### config.mk
export PLATFORM = sky130hd
export DESIGN_NAME = aes_serial_io
export DESIGN_NICKNAME = d
export VERILOG_FILES = /design/src/rtl/aes_serial_io.sv
export SDC_FILE = /design/constraint.sdc
export NUM_CORES = 1
export LEC_CHECK = 0
export CORE_MARGIN = 3
export CORE_UTILIZATION = 55
export DETAILED_ROUTE_END_ITERATION = 8
export DONT_BUFFER_PORTS = 1
export GPL_TIMING_DRIVEN = 0
export PLACE_DENSITY = 0.7
export SYNTH_ARGS = -nofsm -noshare
export SYNTH_HDL_FRONTEND = slang
export SYNTH_SLANG_ARGS = --single-unit
### constraint.sdc
create_clock -name clk -period 5.2 [get_ports clk]
set_clock_uncertainty 0.1 [all_clocks]
set_input_delay 1.04 -clock clk [delete_from_list [all_inputs] [get_ports clk]]
set_output_delay 1.04 -clock clk [all_outputs]
set_load 0.005 [all_outputs]
### src/rtl/aes_serial_io.sv
// Serial front end for an AES core. A bit-serial input is assembled into a
// block for the core, and result blocks are shifted back out bit-serially.
module aes_serial_io #(
  parameter int DATA_W    = 128,
  parameter int MSB_FIRST = 0
) (
  input  logic              clk,
  input  logic              reset_n,
  input  logic              EN,
  input  logic              DIN,
  input  logic              EN_DEC,
  output logic [DATA_W-1:0] core_in_data,
  output logic              core_in_dec,
  output logic              core_in_valid,
  input  logic              core_in_ready,
  input  logic [DATA_W-1:0] core_out_data,
  input  logic              core_out_valid,
  output logic              core_out_ready,
  output logic              DOUT,
  output logic              OUT_VAL,
  output logic              OVR
);

  localparam int CW = $clog2(DATA_W);
  localparam logic [CW-1:0] LAST = CW'(DATA_W - 1);

  typedef enum logic {S_IDLE, S_SHIFT} out_state_t;

  logic [CW-1:0]     bit_cnt;
  logic [CW-1:0]     in_idx;
  logic [CW-1:0]     out_cnt;
  logic [CW-1:0]     out_idx;
  logic [DATA_W-1:0] asm_data;
  logic [DATA_W-1:0] asm_full;
  logic [DATA_W-1:0] out_data;
  logic              dec_lat;
  logic              in_xfer;
  logic              blk_done;
  logic              out_load;
  out_state_t        out_state;

  // asm_full is the block including the bit sampled this edge, so a block
  // completing on the last count can go straight into the holding register.
  always_comb begin
    in_idx   = (MSB_FIRST != 0) ? LAST - bit_cnt : bit_cnt;
    out_idx  = (MSB_FIRST != 0) ? LAST - out_cnt : out_cnt;
    asm_full = asm_data;
    asm_full[in_idx] = DIN;
  end

  assign in_xfer        = core_in_valid & core_in_ready;
  assign blk_done       = EN && (bit_cnt == LAST);
  assign OUT_VAL        = (out_state == S_SHIFT);
  assign core_out_ready = (out_state == S_IDLE) || (out_cnt == LAST);
  assign out_load       = core_out_valid & core_out_ready;
  assign DOUT           = OUT_VAL & out_data[out_idx];

  always_ff @(posedge clk or negedge reset_n) begin
    if (!reset_n) begin
      bit_cnt       <= '0;
      asm_data      <= '0;
      dec_lat       <= 1'b0;
      core_in_data  <= '0;
      core_in_dec   <= 1'b0;
      core_in_valid <= 1'b0;
      OVR           <= 1'b0;
    end else begin
      if (EN) begin
        asm_data <= asm_full;
        bit_cnt  <= (bit_cnt == LAST) ? '0 : bit_cnt + CW'(1);
        if (bit_cnt == '0)
          dec_lat <= EN_DEC;
      end
      if (blk_done && (!core_in_valid || in_xfer)) begin
        core_in_data  <= asm_full;
        core_in_dec   <= dec_lat;
        core_in_valid <= 1'b1;
      end else begin
        if (in_xfer)
          core_in_valid <= 1'b0;
        // Holding register is occupied and not draining: drop the new block.
        if (blk_done)
          OVR <= 1'b1;
      end
    end
  end

  always_ff @(posedge clk or negedge reset_n) begin
    if (!reset_n) begin
      out_state <= S_IDLE;
      out_cnt   <= '0;
      out_data  <= '0;
    end else begin
      case (out_state)
        S_IDLE: begin
          if (out_load) begin
            out_data  <= core_out_data;
            out_cnt   <= '0;
            out_state <= S_SHIFT;
          end
        end
        S_SHIFT: begin
          if (out_cnt == LAST) begin
            out_cnt <= '0;
            if (out_load)
              out_data <= core_out_data;
            else
              out_state <= S_IDLE;
          end else begin
            out_cnt <= out_cnt + CW'(1);
          end
        end
        default: out_state <= S_IDLE;
      endcase
    end
  end

endmodule
==> run_results.csv <==
group,metric,value,unit
timing,slew_violations,0,
worst_setup_path,crit_path_start_kind,"register",
worst_setup_path,worst_path_most_repeated_cell,"buf_8",
global_routing,grt_pass1_vias,13468,
timing,slew_headroom,39.0,%
die,die_area,0.0364,mm²
worst_setup_path,slowest_stage,"mux2i_1",
power_and_ir_drop,swShare,30.2,%
synthesis,synthFlopType,"dfrtp_1",
layout,drive_above_1_share,20.0,%
synthesis,netlist_instances,1712,
power_and_ir_drop,ir_drop,265,µV
timing,hold_violations,0,
worst_setup_path,endpoint_kind,"output pin",
synthesis,yosysSeqAreaShare,53.7,%
place,gp_congestion,0.934,
clock_tree,hold_buffers,0,
timing,period_minus_slack,4.00,ns
synthesis,yosysTopAreaCellShare,53.7,%
route,drcViolationCount,0,
timing,fin_crit_sh,76.8,%
synthesis,synth.most_common_cell,"dfrtp_1",
worst_setup_path,cp.arrival,2.86,ns
power_and_ir_drop,combPwrFrac,21.8,%
global_routing,grt_pass1_wl,77200,µm
route,ant_nets,0,
worst_setup_path,critPathRequiredTime,4.06,ns
worst_setup_path,r2r_start,"bit_cnt[1]",
timing,worst_pin_slew,0.914,ns
clock_tree,numCtsBuffers,43,
route,first_iter_violations,1252,
synthesis,synthTopCellsByCount,"dfrtp_1 (403), nand2_1 (250), mux2_2 (211)",
synthesis,synth_fp_nets,1850,
synthesis,synth_enable_flop_cells,0,
clock_tree,cts_root_buffer,"clkbuf_16",
worst_setup_path,r2r_end,"core_in_data[123]",
worst_setup_path,crit_path_cell_trace,"buf_6, buf_8, buf_8, mux2i_1, o22a_1, nand4_1, a221oi_1, a31oi_1, and4b_1",
die,rows,67,
layout,instances_no_fill,2239,
route,wl_per_cell,22.6,µm
clock_tree,cts_tree,"yes",
layout,fillers,2686,
global_routing,track_usage,27.4,%
global_routing,grt_antenna_before_repair,5,
synthesis,async_flop_share,100,%
synthesis,ys_types,51,
clock_tree,cts-htree-levels,2,
clock_tree,cts.sinks,403,
worst_setup_path,r2r_cells,9,
place,dp_hpwl,34900,µm
clock_tree,cts.repair.resized,0,
route,routed_via_density,5.95,
global_routing,grt-ovfl-total,0,
outcome,status,"finished, final reports clean",
place,io_buffer_count,0,
synthesis,yosysTopAreaCell,"dfrtp_1",
route,finalWirelength,50600,µm
layout,syn_to_final_growth,10.5,%
power_and_ir_drop,p_switching,2570,µW
synthesis,synth_seq_cells,403,
worst_setup_path,critPathMaxFanout,10,
timing,max_freq,0.250,GHz
power_and_ir_drop,power.leakage,0.0103,µW
hold_path,hold_class,"in -> async",
global_routing,grt_max_degree,404,
power_and_ir_drop,internal_power,5930,µW
power_and_ir_drop,powerDensity,409,mW/mm²
worst_setup_path,critPathKind,"reg -> out",
place,place_inst,2160,
die,start_util,55.9,%
worst_setup_path,ff2ff_setup_slack,2.44,ns
power_and_ir_drop,clock_power_share,35.7,%
worst_setup_path,slowest_delay,0.37,ns
die,die_h,191,µm
clock_tree,post-cts-setup-buffers,0,
clock_tree,cts.clk_slew.worst_paths,0.06,ns
power_and_ir_drop,pwr-share-seq,42.6,%
die,io_pins,269,
die,die_width,191,µm
clock_tree,clk_latency,0.53,ns
layout,layout.nets,1895,
die,fp.coreArea,0.0336,mm²
clock_tree,clk_path_buf_depth,3,
synthesis,yosysWarnings,0,
synthesis,syn_area,0.0188,mm²
timing,final-setup-viol-count,0,
timing,fin_tns_setup,0,ns
route,vias,13312,
run,cap_violations,0,
synthesis,synthTopCellsByArea,"dfrtp_1 (54%), mux2_2 (13%), mux2i_1 (7.9%)",
synthesis,synth.avg_cell_area,11.0,µm²
timing,rsz0062_at_grt,"no",
route,first_pass_iters,5,
critical path: cells and delay by family, from the launching register on:
kind	cells	cell delay, ns
AOI/OAI and AO/OA	3	0.63
buffers and inverters	3	0.60
DFF	1	0.36
muxes	1	0.37
and+or+nand+nor	2	0.35
layer usage:
layer	up-vias	share of wire, %	global-route usage (%)
met4	2	3.2	9.03
met1	6692	43	39.7
met5	-	0.026	0
li1	5984	-	-
met3	96	9.6	7.11
met2	538	45	40.4
worst max-delay path by stage:
stage                      end       start  slack [ns]  cells past startpoint
after floorplan           DOUT  out_cnt[0]        2.27                      7
after global placement    DOUT  out_cnt[0]        1.83                      9
after detailed placement  DOUT  out_cnt[0]        1.79                      9
after CTS                 DOUT  out_cnt[1]        1.21                      8
after global routing      DOUT  out_cnt[0]        1.13                      9
final                     DOUT  out_cnt[0]        1.20                      9
metrics by stage:
| step | util, % | hold WS, ns | cell area, µm² | power (µW) | setup slack, ns |
|---|---|---|---|---|---|
| floorplan | - | 0.351 | 18800 | 4870 | 2.27 |
| global placement | 57.6 | 0.375 | 19400 | 5410 | 1.83 |
| detailed placement | 57.6 | 0.386 | 19400 | 5470 | 1.79 |
| CTS | 61.7 | 0.104 | 20800 | 8500 | 1.21 |
| global route | 61.8 | 0.0969 | 20800 | 8850 | 1.13 |
| finish | 61.8 | 0.109 | 20800 | 8490 | 1.20 |
power groups by stage:
stage	sequential, µW	combinational, µW	clock (µW)
floorplan	3610	1260	0
global placement	3650	1770	0
detailed placement	3670	1800	0
CTS	3610	1810	3080
global route	3650	1990	3210
finish	3620	1850	3030
flip-flops by register name, indices dropped and copies added (netlist names):
| signal | flops |
|---|---|
| core_in_data | 128 |
| out_data | 128 |
| OUT_VAL | 1 |
| asm_data | 128 |
| bit_cnt | 7 |
| core_in_dec | 1 |
| core_in_valid | 1 |
| dec_lat | 1 |
| out_cnt | 7 |
| OVR | 1 |
area by class of cell:
class                   instances  area (µm²)  area share, %
plain buffers                 137         713           3.44
inverters                       6        22.5          0.108
multi-input cells            1166        7970           38.4
clock inverters                 5        75.1          0.362
flip-flops and latches        403       10100           48.6
diodes                          3        7.51         0.0362
clock buffers                  71        1320           6.38
well taps                     448         561           2.70
cell families (layout without fill, tap and decap cells):
logic type | Yosys count | count (layout) | share of synthesized area [%]
multiplexers | 383 | 383 | 23.4
adder cells (fa/ha/maj) | 3 | 3 | 0.200
AO/OA/AOI/OAI | 218 | 218 | 6.17
other | 0 | 3 | 0
flip-flops | 403 | 403 | 53.7
XOR/XNOR | 4 | 4 | 0.186
buffers and inverters | 143 | 219 | 3.92
AND/OR/NAND/NOR | 558 | 558 | 12.5
cells in the final DEF, fill, tap and decap left out, drive strengths merged, types with 59 or more instances in the layout:
cell / count
clkbuf: 142
a21oi: 136
mux2: 213
nor2: 176
nand3: 71
dfrtp: 403
nand2: 251
buf: 66
o21ai: 59
mux2i: 148
No activity file was read; power rests on OpenSTA's default activity.
